--- src/rtl/alu_op_cell_pkg.sv ---
// Shared op-code and state encodings for the ALU op cell family.
// The optional flag outputs are enabled by defining ALU_OP_CELL_FLAGS_EN.
package alu_op_cell_pkg;

  localparam logic [2:0] OP_ADD = 3'b000;
  localparam logic [2:0] OP_SUB = 3'b001;
  localparam logic [2:0] OP_AND = 3'b010;
  localparam logic [2:0] OP_OR  = 3'b011;
  localparam logic [2:0] OP_XOR = 3'b100;

  localparam logic [0:0] ST_EMPTY = 1'b0;
  localparam logic [0:0] ST_ACCUM = 1'b1;

  // Reserved codes run as ADD, so only the three bitwise ops are logical.
  function automatic logic op_is_logical(input logic [2:0] op);
    return (op == OP_AND) || (op == OP_OR) || (op == OP_XOR);
  endfunction

endpackage

--- src/rtl/alu_op_cell_datapath.sv ---
// Combinational acc OP d; also emits carry/borrow and signed overflow
// when ALU_OP_CELL_FLAGS_EN is defined.
module alu_op_cell_datapath
  import alu_op_cell_pkg::*;
#(
  parameter int WIDTH = 32
) (
  input  logic [WIDTH-1:0] a,
  input  logic [WIDTH-1:0] b,
  input  logic [2:0]       op,
`ifdef ALU_OP_CELL_FLAGS_EN
  output logic             carry,
  output logic             overflow,
`endif
  output logic [WIDTH-1:0] res
);

`ifdef ALU_OP_CELL_FLAGS_EN
  logic [WIDTH:0] sum_ext;
  logic [WIDTH:0] dif_ext;

  assign sum_ext = {1'b0, a} + {1'b0, b};
  assign dif_ext = {1'b0, a} - {1'b0, b};

  always_comb begin
    res      = sum_ext[WIDTH-1:0];
    carry    = sum_ext[WIDTH];
    overflow = (a[WIDTH-1] == b[WIDTH-1]) && (sum_ext[WIDTH-1] != a[WIDTH-1]);
    case (op)
      OP_SUB: begin
        res      = dif_ext[WIDTH-1:0];
        carry    = dif_ext[WIDTH];
        overflow = (a[WIDTH-1] != b[WIDTH-1]) && (dif_ext[WIDTH-1] != a[WIDTH-1]);
      end
      OP_AND: res = a & b;
      OP_OR:  res = a | b;
      OP_XOR: res = a ^ b;
      default: ;
    endcase
  end
`else
  always_comb begin
    case (op)
      OP_SUB:  res = a - b;
      OP_AND:  res = a & b;
      OP_OR:   res = a | b;
      OP_XOR:  res = a ^ b;
      default: res = a + b;
    endcase
  end
`endif

endmodule

--- src/rtl/alu_op_cell_multi.sv ---
// Accumulating ALU op cell: folds up to MAX_OPERANDS operands with one op.
// Optional o_carry/o_overflow/o_zero outputs under ALU_OP_CELL_FLAGS_EN.
module alu_op_cell_multi
  import alu_op_cell_pkg::*;
#(
  parameter int WIDTH        = 32,
  parameter int MAX_OPERANDS = 4,
  localparam int CW          = $clog2(MAX_OPERANDS + 1)
) (
  input  logic             i_clk,
  input  logic             i_rst_n,
  input  logic             i_data_valid,
  output logic             o_data_ready,
  input  logic [WIDTH-1:0] i_data,
  input  logic [2:0]       i_op,
  input  logic             i_result_ready,
  output logic             o_result_valid,
  output logic [WIDTH-1:0] o_result,
`ifdef ALU_OP_CELL_FLAGS_EN
  output logic             o_carry,
  output logic             o_overflow,
  output logic             o_zero,
`endif
  output logic [CW-1:0]    o_count
);

  logic [0:0]       state_q, state_d;
  logic [WIDTH-1:0] acc_q, acc_d;
  logic [CW-1:0]    count_q, count_d;
  logic [2:0]       op_q, op_d;
  logic [WIDTH-1:0] dp_res;
  logic             accept, pop, fresh;

  assign o_data_ready   = (count_q != CW'(MAX_OPERANDS));
  assign o_result_valid = (state_q == ST_ACCUM);
  assign o_result       = acc_q;
  assign o_count        = count_q;

  assign accept = i_data_valid && o_data_ready;
  assign pop    = o_result_valid && i_result_ready;
  // A pop frees the cell, so a same-cycle operand begins a new fold.
  assign fresh  = (state_q == ST_EMPTY) || pop;

`ifdef ALU_OP_CELL_FLAGS_EN
  logic dp_carry, dp_ovf;
  logic carry_q, carry_d, ovf_q, ovf_d, zero_q, zero_d;

  alu_op_cell_datapath #(.WIDTH(WIDTH)) u_dp (
    .a        (acc_q),
    .b        (i_data),
    .op       (op_q),
    .carry    (dp_carry),
    .overflow (dp_ovf),
    .res      (dp_res)
  );
`else
  alu_op_cell_datapath #(.WIDTH(WIDTH)) u_dp (
    .a   (acc_q),
    .b   (i_data),
    .op  (op_q),
    .res (dp_res)
  );
`endif

  always_comb begin
    state_d = state_q;
    acc_d   = acc_q;
    count_d = count_q;
    op_d    = op_q;
    if (accept && fresh) begin
      state_d = ST_ACCUM;
      acc_d   = i_data;
      count_d = CW'(1);
      op_d    = i_op;
    end else if (accept) begin
      acc_d   = dp_res;
      count_d = count_q + CW'(1);
    end else if (pop) begin
      state_d = ST_EMPTY;
      acc_d   = '0;
      count_d = '0;
    end
  end

`ifdef ALU_OP_CELL_FLAGS_EN
  always_comb begin
    carry_d = carry_q;
    ovf_d   = ovf_q;
    zero_d  = zero_q;
    if (accept && fresh) begin
      carry_d = 1'b0;
      ovf_d   = 1'b0;
      zero_d  = (i_data == '0);
    end else if (accept) begin
      if (!op_is_logical(op_q)) begin
        carry_d = carry_q | dp_carry;
        ovf_d   = ovf_q | dp_ovf;
      end
      zero_d = (dp_res == '0);
    end else if (pop) begin
      carry_d = 1'b0;
      ovf_d   = 1'b0;
      zero_d  = 1'b0;
    end
  end

  always_ff @(posedge i_clk or negedge i_rst_n) begin
    if (!i_rst_n) begin
      carry_q <= 1'b0;
      ovf_q   <= 1'b0;
      zero_q  <= 1'b0;
    end else begin
      carry_q <= carry_d;
      ovf_q   <= ovf_d;
      zero_q  <= zero_d;
    end
  end

  assign o_carry    = carry_q;
  assign o_overflow = ovf_q;
  assign o_zero     = zero_q;
`endif

  always_ff @(posedge i_clk or negedge i_rst_n) begin
    if (!i_rst_n) begin
      state_q <= ST_EMPTY;
      acc_q   <= '0;
      count_q <= '0;
      op_q    <= OP_ADD;
    end else begin
      state_q <= state_d;
      acc_q   <= acc_d;
      count_q <= count_d;
      op_q    <= op_d;
    end
  end

endmodule

--- config.mk ---
export PLATFORM = sky130hd
export DESIGN_NAME = alu_op_cell_multi
export DESIGN_NICKNAME = d
export VERILOG_FILES = /design/src/rtl/alu_op_cell_pkg.sv /design/src/rtl/alu_op_cell_datapath.sv /design/src/rtl/alu_op_cell_multi.sv
export SDC_FILE = /design/constraint.sdc
export NUM_CORES = 1
export LEC_CHECK = 0
export ABC_AREA = 1
export CORE_MARGIN = 2
export CORE_UTILIZATION = 50
export CTS_BUF_LIST = sky130_fd_sc_hd__clkbuf_4
export DETAILED_ROUTE_END_ITERATION = 7
export MAX_ROUTING_LAYER = met4
export PLACE_DENSITY_LB_ADDON = 0.1
export SLEW_MARGIN = 25
export SYNTH_ARGS = -nofsm -noshare
export SYNTH_HDL_FRONTEND = slang
export SYNTH_SLANG_ARGS = --single-unit
--- constraint.sdc ---
create_clock -name i_clk -period 2.9 [get_ports i_clk]
set_input_delay 0.58 -clock i_clk [delete_from_list [all_inputs] [get_ports i_clk]]
set_output_delay 0.58 -clock i_clk [all_outputs]
set_load 0.02 [all_outputs]
Yosys cells after proc, flatten, opt, wreduce, memory -nomap -nowiden
Cells that the tools add are included.
{"block": "op_classes", "n_addsub": 3, "eq_ne": 6, "mux": 10, "bitwise_logic": 4, "reduce_logical": 7}
{"cell": "$pmux 32 s4", "n": 1}
{"cell": "$mux 32", "n": 3}
{"cell": "$add 32x32->32", "n": 1}
{"cell": "$and 32x32->32", "n": 1}
{"cell": "$or 32x32->32", "n": 1}
{"cell": "$sub 32x32->32", "n": 1}
{"cell": "$xor 32x32->32", "n": 1}
{"cell": "$mux 3", "n": 3}
{"cell": "$eq 3x2->1 const B", "n": 2}
{"cell": "$add 3x1->3 const B", "n": 1}
{"cell": "$eq 3x1->1 const B", "n": 1}
{"cell": "$eq 3x3->1 const B", "n": 1}
{"cell": "$logic_and 1x1->1", "n": 3}
{"cell": "$mux 1", "n": 3}
{"cell": "$ne 3x3->1 const B", "n": 1}
{"cell": "$reduce_bool 3->1", "n": 1}
{"cell": "$ne 2x1->1 const B", "n": 1}
{"cell": "$reduce_and 2->1", "n": 1}
{"cell": "$reduce_bool 2->1", "n": 1}
{"cell": "$logic_or 1x1->1", "n": 1}
{"cell": "$not 1->1", "n": 1}
{"block": "word_totals", "register_bits": 39, "inputBits": 39, "out_inout_bits": 37, "elab_cells": 34}

Longest topological paths before layout
Gate-level depths: netlist (run 1).
{"block": "depth", "depth_word": 5, "depth_mapped": 23, "ltp_nobuf": 23}

Cells and area by module
Synthesis (run 1) repeated with hierarchy kept, for this count alone.
{"block": "hier_totals", "hier_cells": 1184, "hier_area_um2": 7078.0}
{"module": "alu_op_cell_datapath", "instances": 1, "cells_per_inst": 941, "area_each_um2": 5093.6, "seq_area_each_um2": 0.0}
{"module": "alu_op_cell_multi", "instances": 1, "cells_per_inst": 243, "area_each_um2": 1984.4, "seq_area_each_um2": 975.9}

Worst setup path after synthesis (run 1)
No wires, ideal clock.
{"block": "synth_path", "path_kind": "input to register", "from": "input i_data[0]", "to": "register acc_q[30], in the netlist o_result[30]", "arrival_ps": 2800, "slack_ps": -24, "path_stages": 20, "n_path_buf": 0, "path_cell_list": "inv_1 ha_1 nand3_1 nor2_1 nand2_1 nor2_4 nand2_1 o21ai_2 nand2_1 xor2_1 ha_1 inv_1 nor3_1 nand2_1 nor2_1 nand2_1 nand3_1 nand3_1 nand2_1 nand3_1"}
{"block": "synth_via", "elab_chain_len": 4, "elab_cells_between_ends": 5}
{"item": "start, declared", "line": "alu_op_cell_multi.sv:14", "text": "input logic [WIDTH-1:0] i_data,"}
{"item": "$add 32x32->32 or $sub 32x32->32 (tied branches)", "line": "alu_op_cell_datapath.sv:48, alu_op_cell_datapath.sv:44"}
{"item": "$pmux 32 s4 *", "line": "alu_op_cell_datapath.sv:43", "text": "case (op)"}
{"item": "$mux 32 *", "line": "alu_op_cell_multi.sv:75", "text": "end else if (accept) begin"}
{"item": "$mux 32 *", "line": "alu_op_cell_multi.sv:70", "text": "if (accept && fresh) begin"}
{"item": "end signal, assigned", "line": "alu_op_cell_multi.sv:127", "text": "acc_q <= '0;"}
{"item": "end signal, assigned", "line": "alu_op_cell_multi.sv:132", "text": "acc_q <= acc_d;"}
{"item": "end, declared", "line": "alu_op_cell_multi.sv:28", "text": "logic [WIDTH-1:0] acc_q, acc_d;"}
Every way passes the cells marked *; elsewhere a longest branch is shown, timed or not.
A chain may end at the register's enable or synchronous reset.

Worst setup path in the final report (run 1)
Same ends and word-level chain as after synthesis.

==> results.md, run 1 <==
- The area added between synthesis and finish is 49.3%.
- The final max-slew violation count is 0.
- The share of the clock period used by the worst path after layout is 97.9%.
- The number of violations of the max-capacitance limit is 0.
- The overall die height is 119 um.
- The first TritonRoute pass finished after 6 iterations.
- The overall power of the completed layout is 5.42 mW.
- Walking the worst path, the cells encountered are buf_8, inv_6, buf_4, nand2_4, nor3_4, nand2_2, buf_6, o21ai_4, buf_6, xor2_2, ha_4, nand2_4, nor2_4, buf_4, nand2_1, nor2_1, nand2_2, nand3_1, nand3_2, nand2_1, nand3_1.
- On the critical path the largest part of the delay comes from simple AND/OR/NAND/NOR gates.
- The static power due to leakage is 5.33 nW.
- The run finished with clean final reports.
- The via density per instance is 5.37.
- The post-synth design cell area is 6650 um2.
- The worst setup path is launched from a primary input.
- The count of input and output buffers is 75.
- In the final routed layout, each cell accounts on average for 16.8 um.
- The maximum fanout along the worst path is 4.
- The cell at the root of the clock tree is sky130_fd_sc_hd__clkbuf_4.
- Counting both buffers and inverters, the worst setup path holds a total of 6.
- The H-tree was split into 2 levels.
- The share of cells above drive strength 1 is 30.6%.
- The longest clock path from root to sink contains 2 buffers.
- The routed via count is 8321.
- The via count of the first global-routing pass is 7508.
- Synthesis produced 1118 cells.
- Of the total synthesized cell area, the portion taken by AND, OR, NAND and NOR gates is 34.0%.
- Global routing finished with a remaining overflow of 0.
- The worst hold-check path type is primary input to asynchronous set/reset pin.
- For this run, the top clock speed supported by timing is 0.352 GHz.
- The clock tree from TritonCTS is built.
- Setup repair after global routing could not meet its margin everywhere.
- The power density over the cells is 547 nW/um2.
- The clock arrives with 0.0212 ns of skew.
- Pin placement for this block handled 76 I/O pins.
- Cells fill 75.5% of the core in the end.
- For this run, the slowest stage of the critical path takes 0.33 ns.
- The pin count of the biggest net entering global routing is 33.
- The worst IR drop on VDD is 0.000436 V.
- Summing the areas of all xor and xnor instances in the mapped netlist gives 5.14% of the synthesized area.
- The relative slew slack is 61.4%.
- The effective utilization at floorplan is 50.6%.
- The critical path in this run is classified as primary input to flop.
- For this run, design rule violations remaining after detail routing come to 0.
- Global routing used 36.4% of the available tracks.
- The half-perimeter wire length after placement is 19100 um.
- In this run the core area contains 42 standard-cell rows.
- Data arrives at the worst endpoint at 3.17 ns.
- Once detail routing completed, the nets flagged for antenna violations numbered 0.
- The die covers 14200 um2.
- CTS saw 39 sinks.
- The pin slew with the least headroom to its limit is 0.578 ns.
- After layout, the minimum clock period comes to 2.84 ns.
- The placeable core area is 13100 um2.
- The distinct cell type count of the synthesized netlist is 40.
- STA classifies the critical path endpoint as a flop.
- The number of storage elements in the synthesis netlist is 39.
- The final hold slack is 0.0797 ns.
- The total count of hold-check failures in the final report is 0.
- The number of failing setup endpoints in the final timing report is 0.
- The wire length of the first global-routing pass is 39200 um.
- The number of antenna violations at the first check in global routing came to 1.
- The portion of the post-synthesis area used by sequential elements is 14.7%.
- STA puts the critical path data required time at 3.23 ns.
- The slowest stage of the critical path is the sky130_fd_sc_hd__ha_4 cell.
- The final wirelength is 26000 um.
- The DRC violation total after the first TritonRoute iteration is 775.
- The finished cells cover 9920 um2.
- The congestion estimate from routability-driven global placement came to 0.994.
- For this run, the post-layout net count is 1509.
- The multiplexer area fraction after synthesis is 0%.
- After clock tree synthesis, the clock-pin slew on the worst setup and hold paths is 0.18 ns.
- The floorplan step set the die width to 119 um.
- The cell area reported after detailed placement is 8740 um2.
- The number of CTS-inserted buffers is 5.
- For this run, the number of Yosys warnings is 0.
- The clock insertion delay at the later pin of the skew report is 0.44 ns.
- After synthesis, the largest family of logic cells by area is simple AND/OR/NAND/NOR gates.
- The fraction of the mapped netlist area in compound gates is 13.6%.
- The post-synthesis share of cell area spent on full adders, half adders and majority gates is 18.7%.
- The number of nets handed over by synthesis was 1256.
- The average instance area after synthesis is 5.95 um2.
## cell usage after synthesis (all sizes together)
| master | count | area share (%) |
|---|---|---|
| o221ai | 4 | 0.53 |
| inv | 212 | 12 |
| a21oi | 56 | 4.3 |
| xor2 | 33 | 4.3 |
| nand3b | 2 | 0.23 |
| nand4 | 6 | 0.56 |
| nand3 | 88 | 6.7 |
| fa | 1 | 0.30 |
| nand2 | 358 | 20 |
| xnor2 | 6 | 0.79 |
| o21ai | 52 | 4.0 |
| a31oi | 1 | 0.094 |
| and2 | 1 | 0.094 |
| o2111ai | 6 | 0.79 |
| ha | 98 | 18 |
| a21o | 2 | 0.23 |
| o21a | 6 | 0.68 |
| a221oi | 3 | 0.40 |
| dfrtp | 39 | 15 |
| a21boi | 1 | 0.11 |
| nor3 | 9 | 1.0 |
| clkbuf | 10 | 0.56 |
| nor4 | 1 | 0.094 |
| o211ai | 15 | 1.7 |
| nor2 | 85 | 5.1 |
| o31ai | 2 | 0.23 |
| o21bai | 5 | 0.56 |
| buf | 16 | 1.3 |
## power by group
part	internal (mW)	leakage, nW	switching (mW)	total, mW
sequential	0.645	0.490	0.190	0.835
clock	0.0972	0.0278	0.277	0.375
combinational	1.84	4.81	2.37	4.21
total	2.59	5.33	2.84	5.42
## stage by stage
step / instances / setup WS (ns) / setup TNS [ns]
6_report: 1549 / 0.0602 / 0
5_1_grt: 1549 / -0.0763 / -0.376
4_1_cts: 1529 / 0.000541 / 0
3_5_place_dp: 1508 / -0.964 / -21.26
3_3_place_gp: 1508 / -0.943 / -20.84
2_1_floorplan: 1118 / -0.00387 / -0.00387
## path summary, 6_finish.rpt
check	from	end	slack, ns	cells past startpoint
setup / recovery	i_data[0]	o_result[30]$_DFFE_PN0P_	0.06	21
setup reg to reg	op_q[0]$_DFFE_PN0P_	o_result[12]$_DFFE_PN0P_	0.08	16
max in group asynchronous	i_rst_n	o_result[27]$_DFFE_PN0P_	2.07	2
min in group i_clk	i_data[10]	o_result[10]$_DFFE_PN0P_	0.55	4
hold reg to reg	o_result[0]$_DFFE_PN0P_	o_result[0]$_DFFE_PN0P_	0.58	2
hold / removal	i_rst_n	o_result[10]$_DFFE_PN0P_	0.08	1
## registers in the layout, indices dropped and copies added, names as in the netlist
register	cells
o_count	3
o_result	32
o_result_valid	1
op_q	3
## cell families after synthesis
group,Yosys count
buffers and inverters,238
and+or+nand+nor,550
xor gates and xnor gates,39
adders and majority gates,99
DFF,39
AOI/OAI and AO/OA,153
## placed cells by master (no fill, tap or decap), types with 15 or more instances in the layout
cell type / instances
sky130_fd_sc_hd__o211ai_1: 15
sky130_fd_sc_hd__nand3_2: 16
sky130_fd_sc_hd__nor2_2: 25
sky130_fd_sc_hd__dfrtp_1: 39
sky130_fd_sc_hd__nand2_1: 290
sky130_fd_sc_hd__inv_1: 189
sky130_fd_sc_hd__a21oi_1: 42
sky130_fd_sc_hd__o21ai_0: 34
sky130_fd_sc_hd__nand2_2: 59
sky130_fd_sc_hd__nand3_1: 69
sky130_fd_sc_hd__clkdlybuf4s50_1: 50
sky130_fd_sc_hd__inv_2: 19
sky130_fd_sc_hd__nor2_4: 16
sky130_fd_sc_hd__nor2_1: 44
sky130_fd_sc_hd__xor2_1: 31
sky130_fd_sc_hd__buf_4: 189
sky130_fd_sc_hd__ha_1: 81
## timing repair
item	4_1_cts	5_1_grt
hold buffers	0	0
endpoints found under the setup margin	25	26
buffers inserted	14	19
gates resized for setup	117	197
pin swaps	43	101
## routing by layer
metal,track usage [%],vias up,share of wire (%)
met1,51.0,3872,45
met5,-,-,0
met4,7.79,0,1.5
met3,7.66,36,9.5
li1,-,4020,-
met2,54.0,393,44
## final cells by class
| class | instances | area [um2] |
|---|---|---|
| Antenna cell | 1 | 2.50 |
| Inverter | 212 | 808 |
| Clock inverter | 3 | 23.8 |
| Multi-Input combinational cell | 841 | 5620 |
| Clock buffer | 5 | 37.5 |
| Fill cell | 1056 | 3220 |
| Timing Repair Buffer | 272 | 2230 |
| Sequential cell | 39 | 976 |
| Tap cell | 176 | 220 |
No activity file was read; power rests on OpenSTA's default activity.
==> inputs of run 2 (changes only) <==
==> constraint.sdc (replaced) <==
create_clock -name i_clk -period 3.65 [get_ports i_clk]
set_input_delay 0.73 -clock i_clk [delete_from_list [all_inputs] [get_ports i_clk]]
set_output_delay 0.73 -clock i_clk [all_outputs]
set_load 0.02 [all_outputs]
==> results.md, run 2 (same netlist as run 1, synthesis figures left out) <==
- The DRC violation total after the first TritonRoute iteration is 726 (was 775).
- The pin count of the biggest net entering global routing is 33 (unchanged).
- The overall die height is 119 um (unchanged).
- The total congestion overflow is 0 (unchanged).
- The total count of hold-check failures in the final report is 0 (unchanged).
- The number of nets with antenna violations after routing is 0 (unchanged).
- The count of nets after finishing is 1454 (was 1509).
- The number of levels in the clock H-tree came to 2 (unchanged).
- The share of the clock period used by the worst path after layout is 94.9%.
- The highest clock frequency the design can meet is 0.289 GHz.
- The wire length of the first global-routing pass is 38600 um (was 39200 um).
- The cts-stage hold buffer count is 0 (unchanged).
- The antenna cell count came to 0 (was 1).
- The first-pass detailed-route iteration total is 6 (unchanged).
- The number of antenna violations at the first check in global routing is 0 (was 1).
- The total number of placement rows came to 42 (unchanged).
- The number of violations of the max-capacitance limit is 0 (unchanged).
- The DRC violation count after routing is 0 (unchanged).
- The highest cell delay on the worst timing path came to 0.44 ns (was 0.33 ns).
- The die span in x is 119 um (unchanged).
- The pre-CTS setup slack is -0.475 ns (was -0.964 ns).
- The number of failing setup endpoints in the final timing report is 0 (unchanged).
- The slack of the critical path is 0.187 ns (was 0.0602 ns).
- The clock insertion delay at the later pin of the skew report was 0.43 ns (was 0.44 ns).
- The worst hold-check path type is primary input to asynchronous set/reset pin (unchanged).
- The relative slew slack is 57.1% (was 61.4%).
- The minimum clock period is 3.46 ns.
- The number of clock sinks was 39 (unchanged).
- The final hold slack is 0.277 ns (was 0.0797 ns).
- The half-perimeter wire length after placement is 18800 um (was 19100 um).
- The data arrival at the endpoint of the critical path was 3.80 ns (was 3.17 ns).
- Run status: finished clean (unchanged).
- The type of element capturing the critical path is a flop (unchanged).
- The static power due to leakage was 4.92 nW (was 5.33 nW).
- The via density per instance was 5.31 (was 5.37).
- The final max-slew violation count is 0 (unchanged).
- The maximum fanout along the worst path was 4 (unchanged).
- Critical Path, Cell by Cell: clkdlybuf4s50_1, nor2_1, nand3_1, nor2_4, nand2_2, nor2_4, nand2_2, o21ai_2, buf_4, nand2_1, xor2_1, ha_1, inv_1, nor3_2, nand2_1, nor2_1, nand2_1, nand3_1, nand3_1, nand2_1, nand3_1 (was buf_8, inv_6, buf_4, nand2_4, nor3_4, nand2_2, buf_6, o21ai_4, buf_6, xor2_2, ha_4, nand2_4, nor2_4, buf_4, nand2_1, nor2_1, nand2_2, nand3_1, nand3_2, nand2_1, nand3_1).
- Highest-count cells in the layout ignoring fill and taps: sky130_fd_sc_hd__nand2_1, sky130_fd_sc_hd__inv_1, sky130_fd_sc_hd__buf_4, sky130_fd_sc_hd__ha_1, sky130_fd_sc_hd__nand3_1 (unchanged).
- The overall die area is 14200 um2 (unchanged).
- The critical-path cell with the highest stage delay was sky130_fd_sc_hd__clkdlybuf4s50_1 (was sky130_fd_sc_hd__ha_4).
- The placeable core area is 13100 um2 (unchanged).
- The startpoint type of the worst setup path is a primary input (unchanged).
- The routed via count is 7927 (was 8321).
- The number of top-level design ports is 76 (unchanged).
- The area added between synthesis and finish is 32.5% (was 49.3%).
- The pin slew with the least headroom to its limit is 0.642 ns (was 0.578 ns).
- The cell at the root of the clock tree was sky130_fd_sc_hd__clkbuf_4 (unchanged).
- The number of CTS-inserted buffers was 5 (unchanged).
- The clock skew after layout came to 0.0197 ns (was 0.0212 ns).
- The required time reported for the critical path endpoint was 3.98 ns (was 3.23 ns).
- The weighted congestion reported at the end of routability-driven placement is 0.965 (was 0.994).
- The worst IR drop on VDD came to 0.000326 V (was 0.000436 V).
- The number of standard cells in the layout, taps in and fillers out was 1493 (was 1549).
- The effective utilization at floorplan was 50.6% (unchanged).
- The overall power of the completed layout is 3.78 mW (was 5.42 mW).
- The count of input and output buffers came to 75 (unchanged).
- The power density over the cells is 430 nW/um2 (was 547 nW/um2).
- The clock-pin slew on the worst setup and hold paths was 0.17 ns (was 0.18 ns).
- The total of fill cells in the finished design is 1291 (was 1056).
- The number of flip-flops under the largest register name is 32 (unchanged).
- The clock tree from TritonCTS is built (unchanged).
- The overall global routing resource usage is 35.9% (was 36.4%).
- The final design area excluding fillers is 8810 um2 (was 9920 um2).
- The share of cells above drive strength 1 is 15.0% (was 30.6%).
- The via count of the first global-routing pass is 7260 (was 7508).
- The final wirelength was 24300 um (was 26000 um).
- The type of the setup path with the least slack is primary input to flop (unchanged).
- The routed wirelength normalized by instance count is 16.2 um (was 16.8 um).
- The post-route setup TNS is 0 ns (unchanged).
- The cell total after placement is 1484 (was 1508).
- The cell area reported after detailed placement is 8550 um2 (was 8740 um2).
- The number of buffers between clock root and the deepest sink is 2 (unchanged).
- The most common cell after layout, fill and taps aside is sky130_fd_sc_hd__nand2_1 (unchanged).
- The fraction of the core area covered by cells at the end of the flow was 67.0% (was 75.5%).
==> run 2: worst paths after layout <==
check / startpoint / endpoint / slack, ns / depth (start not counted)
worst min register to register: o_result[0]$_DFFE_PN0P_ / o_result[0]$_DFFE_PN0P_ / 0.59 / 2
worst max register to register: op_q[1]$_DFFE_PN0P_ / o_result[28]$_DFFE_PN0P_ / 0.55 / 21
min in group i_clk: o_result[0]$_DFFE_PN0P_ / o_result[0]$_DFFE_PN0P_ / 0.59 / 2
worst min-delay path: i_rst_n / o_result[3]$_DFFE_PN0P_ / 0.28 / 1
max in group asynchronous: i_rst_n / o_result[24]$_DFFE_PN0P_ / 2.62 / 2
worst max-delay path: i_data[5] / o_result[30]$_DFFE_PN0P_ / 0.19 / 21
==> run 2: critical path: cells and delay by family <==
family,cells,cell delay (ns)
xor gates and xnor gates,1,0.15
buffers and inverters,3,0.66
adders and majority gates,1,0.37
AOI/OAI and AO/OA,1,0.19
and+or+nand+nor,15,1.70
==> run 2: repair_timing <==
item	CTS	global route
gates cloned	0	0
buffers inserted	0	1
gates resized for setup	1	46
pin swaps	0	14
endpoints found under the setup margin	1	22
==> run 2: area by class of cell <==
cell class	count	area [um2]	area share, %
clock inverter	3	47.5	0.540
sequential	39	976	11.1
clock buffer	5	37.5	0.426
timing repair buffer	217	1830	20.8
tap	176	220	2.50
inverter	212	796	9.04
multi-input combinational	841	4900	55.7
==> run 2: layer usage <==
metal  GRT usage [%]  wire length (um)  up-vias
met4            6.10               197        0
met5               -                 0        -
met2            52.3             10300      365
met1            53.1             11300     3624
li1                -                 -     3927
met3            5.36              2440       11
==> run 2: power by group <==
group          leakage [nW]  internal [mW]  switching (mW)
logic                  4.39           1.15            1.62
registers             0.490          0.513           0.139
clock network        0.0458          0.148           0.215
total                  4.92           1.81            1.97
==> inputs of run 3 (changes only) <==
--- a/config.mk
+++ b/config.mk
@@ -6,7 +6,6 @@
 export NUM_CORES = 1
 export LEC_CHECK = 0
 export ABC_AREA = 1
-export CORE_MARGIN = 2
 export CORE_UTILIZATION = 50
 export CTS_BUF_LIST = sky130_fd_sc_hd__clkbuf_4
 export DETAILED_ROUTE_END_ITERATION = 7
==> constraint.sdc (replaced) <==
create_clock -name i_clk -period 3.65 [get_ports i_clk]
set_input_delay 0.73 -clock i_clk [delete_from_list [all_inputs] [get_ports i_clk]]
set_output_delay 0.73 -clock i_clk [all_outputs]
set_load 0.1 [all_outputs]
==> results.md, run 3 (same netlist as run 1, synthesis figures left out) <==
- Run status: finished clean (unchanged).
- The DRC violation total after the first TritonRoute iteration was 795 (was 726).
- The count of nets after finishing is 1439 (was 1454).
- The placeable core area was 12800 um2 (was 13100 um2).
- The routed wirelength normalized by instance count is 16.5 um (was 16.2 um).
- The startpoint type of the worst setup path is a primary input (unchanged).
- The share of cells above drive strength 1 is 15.4% (was 15.0%).
- The number of buffers between clock root and the deepest sink is 2 (unchanged).
- The type of element capturing the critical path is a flop (unchanged).
- The most common cell after layout, fill and taps aside is sky130_fd_sc_hd__nand2_1 (unchanged).
- The overall die height is 117 um (was 119 um).
- The area added between synthesis and finish is 30.7% (was 32.5%).
- The number of failing setup endpoints in the final timing report is 0 (unchanged).
- The number of buffers and inverters on the critical path is 4 (was 3).
- The via count of the first global-routing pass is 7334 (was 7260).
- The highest cell delay on the worst timing path came to 0.41 ns (was 0.44 ns).
- The total count of hold-check failures in the final report is 0 (unchanged).
- The number of CTS-inserted buffers is 5 (unchanged).
- The global routing's busiest layer is met1 (unchanged).
- The global-route track usage on met2 is 52.3% (about the same).
- The power density over the cells came to 499 nW/um2 (was 430 nW/um2).
- The pre-CTS setup slack came to -0.459 ns (was -0.475 ns).
- The static power due to leakage is 4.81 nW (was 4.92 nW).
- The pin count of the biggest net entering global routing is 33 (unchanged).
- The final wirelength is 24300 um (about the same).
- The effective utilization at floorplan is 52.0% (was 50.6%).
- The type of the setup path with the least slack is primary input to flop (unchanged).
- The maximum fanout along the worst path came to 4 (unchanged).
- The count of input and output buffers is 75 (unchanged).
- The slack of the critical path is 0.146 ns (was 0.187 ns).
- The cell total after placement is 1465 (was 1484).
- The met1 track demand over resource is 54.3% (was 53.1%).
- The total congestion overflow is 0 (unchanged).
- The clock tree from TritonCTS was built (unchanged).
- The clock insertion delay at the later pin of the skew report was 0.43 ns (about the same).
- The half-perimeter wire length after placement was 19100 um (was 18800 um).
- Critical Path, Cell by Cell: clkdlybuf4s50_1, inv_1, ha_1, nand3_1, nor2_2, nand2_2, nand2_1, o21ai_0, xor2_1, ha_1, nand2_1, inv_1, nand2_1, inv_1, a21oi_1, nand2_2, nand2_1, nand2_1, nand2_1, nand3_1, nand2_1, nand3_1 (was clkdlybuf4s50_1, nor2_1, nand3_1, nor2_4, nand2_2, nor2_4, nand2_2, o21ai_2, buf_4, nand2_1, xor2_1, ha_1, inv_1, nor3_2, nand2_1, nor2_1, nand2_1, nand3_1, nand3_1, nand2_1, nand3_1).
- The data arrival at the endpoint of the critical path was 3.81 ns (was 3.80 ns).
- The clock-pin slew on the worst setup and hold paths is 0.17 ns (about the same).
- The first-pass detailed-route iteration total is 6 (unchanged).
- The cell area reported after detailed placement came to 8420 um2 (was 8550 um2).
- The cell at the root of the clock tree is sky130_fd_sc_hd__clkbuf_4 (unchanged).
- The share of the clock period used by the worst path after layout is 96.0% (was 94.9%).
- The number of standard cells in the layout, taps in and fillers out is 1476 (was 1493).
- The via density per instance was 5.33 (was 5.31).
- The number of levels in the clock H-tree is 2 (unchanged).
- The final design area excluding fillers is 8690 um2 (was 8810 um2).
- Highest-count cells in the layout ignoring fill and taps: sky130_fd_sc_hd__nand2_1, sky130_fd_sc_hd__inv_1, sky130_fd_sc_hd__buf_4, sky130_fd_sc_hd__ha_1, sky130_fd_sc_hd__nand3_1 (unchanged).
- The routed via count came to 7863 (was 7927).
- The clock skew after layout is 0.0302 ns (was 0.0197 ns).
- The number of violations of the max-capacitance limit is 0 (unchanged).
- The required time reported for the critical path endpoint is 3.96 ns (was 3.98 ns).
- The DRC violation count after routing was 0 (unchanged).
- The worst IR drop on VDD came to 0.000386 V (was 0.000326 V).
- The family of cells with the greatest summed delay on the critical path is simple AND/OR/NAND/NOR gates (unchanged).
- The critical-path cell with the highest stage delay is sky130_fd_sc_hd__clkdlybuf4s50_1 (unchanged).
- The relative slew slack is 33.0% (was 57.1%).
- The number of nets with antenna violations after routing was 0 (unchanged).
- The highest clock frequency the design can meet is 0.285 GHz (was 0.289 GHz).
- The number of flip-flops under the largest register name was 32 (unchanged).
- The minimum clock period is 3.50 ns (was 3.46 ns).
- The overall global routing resource usage was 37.1% (was 35.9%).
- The number of antenna violations at the first check in global routing was 1 (was 0).
- The weighted congestion reported at the end of routability-driven placement is 0.990 (was 0.965).
- The number of clock sinks is 39 (unchanged).
- The wire length of the first global-routing pass is 38700 um (was 38600 um).
- The number of top-level design ports is 76 (unchanged).
- The overall die area is 13800 um2 (was 14200 um2).
- The overall power of the completed layout is 4.34 mW (was 3.78 mW).
- The final max-slew violation count is 0 (unchanged).
- Setup repair after global routing could not meet its margin everywhere.
- In this design, the critical path's most frequently occurring cell is sky130_fd_sc_hd__nand2_1.
- The worst hold-check path type is primary input to asynchronous set/reset pin (unchanged).
- The die span in x is 117 um (was 119 um).
- The pin slew with the least headroom to its limit is 1.00 ns (was 0.642 ns).
- The total number of placement rows came to 41 (was 42).
- The fraction of met3 tracks used by global routing was 6.27% (was 5.36%).
-- run 3: cell count changes in the layout (fill, tap and decap cells not counted), moves of 2 or more --
cell                              previous run  this run
sky130_fd_sc_hd__diode_2                     0         2
sky130_fd_sc_hd__dlymetal6s2s_1              5         0
sky130_fd_sc_hd__buf_4                     141       130
sky130_fd_sc_hd__a21oi_4                     2         0
sky130_fd_sc_hd__ha_1                       96        93
sky130_fd_sc_hd__ha_2                        0         4
sky130_fd_sc_hd__nor2_2                      8        10
sky130_fd_sc_hd__nor2_1                     72        70
sky130_fd_sc_hd__nand2_1                   348       337
sky130_fd_sc_hd__clkdlybuf4s50_1            69        71
sky130_fd_sc_hd__nand2_2                    10        20
sky130_fd_sc_hd__inv_2                       6         4
sky130_fd_sc_hd__inv_1                     206       208
sky130_fd_sc_hd__a21oi_2                     5         7
-- run 3: through the flow --
step	TNS, ns	hold slack (ns)	utilization (%)
after detailed placement	-5.50	0.548	65.9
final	0	0.227	68.0
after floorplan	0	0.434	-
after global placement	-4.87	0.544	65.9
after CTS	0	0.234	66.6
after global routing	-0.346	0.250	68.0
-- run 3: timing repair --
action,CTS,global route
hold buffers,0,0
endpoints found under the hold margin,0,0
buffers inserted,0,1
endpoints found under the setup margin,0,19
resized for setup,0,52
-- run 3: final timing paths --
path                                        startpoint                         end  slack, ns  cells past startpoint
worst min register to register  o_count[2]$_DFFE_PN0P_      o_count[2]$_DFFE_PN0P_       0.59                      2
worst min-delay path                           i_rst_n  o_result_valid$_DFFE_PN0P_       0.23                      1
max in group asynchronous                      i_rst_n    o_result[20]$_DFFE_PN0P_       2.60                      2
worst max register to register     op_q[1]$_DFFE_PN0P_    o_result[21]$_DFFE_PN0P_       0.40                     18
min in group i_clk              o_count[2]$_DFFE_PN0P_      o_count[2]$_DFFE_PN0P_       0.59                      2
worst max-delay path                         i_data[1]    o_result[21]$_DFFE_PN0P_       0.15                     22
-- run 3: worst register-to-register path: cells and delay by family (launching register included) --
family	cells	cell delay [ns]
buffers and inverters	4	0.59
AO/OA/AOI/OAI	2	0.37
AND/OR/NAND/NOR	10	1.02
XOR/XNOR	1	0.33
flip-flops	1	0.47
adder cells (fa/ha/maj)	1	0.33
-- run 3: final cells by class --
| type | count | area (um2) |
|---|---|---|
| well taps | 172 | 215 |
| flip-flops and latches | 39 | 976 |
| fillers | 1198 | 4090 |
| clock buffers | 5 | 37.5 |
| diodes | 2 | 5.00 |
| multi-input cells | 841 | 4920 |
| inverters | 212 | 796 |
| repair buffers | 202 | 1690 |
| clock inverters | 3 | 46.3 |
-- run 3: where the power goes --
part	total [mW]	leakage, nW	switching [mW]	internal, mW
logic	3.32	4.27	2.18	1.15
registers	0.659	0.490	0.146	0.513
clock network	0.356	0.0418	0.210	0.146
total	4.34	4.81	2.53	1.80
-- run 3: metal layers --
metal | wire length (um) | part of all wire [%]
met1 | 11300 | 47
met2 | 9850 | 41
met3 | 2700 | 11
met4 | 401 | 1.7
met5 | 0 | 0
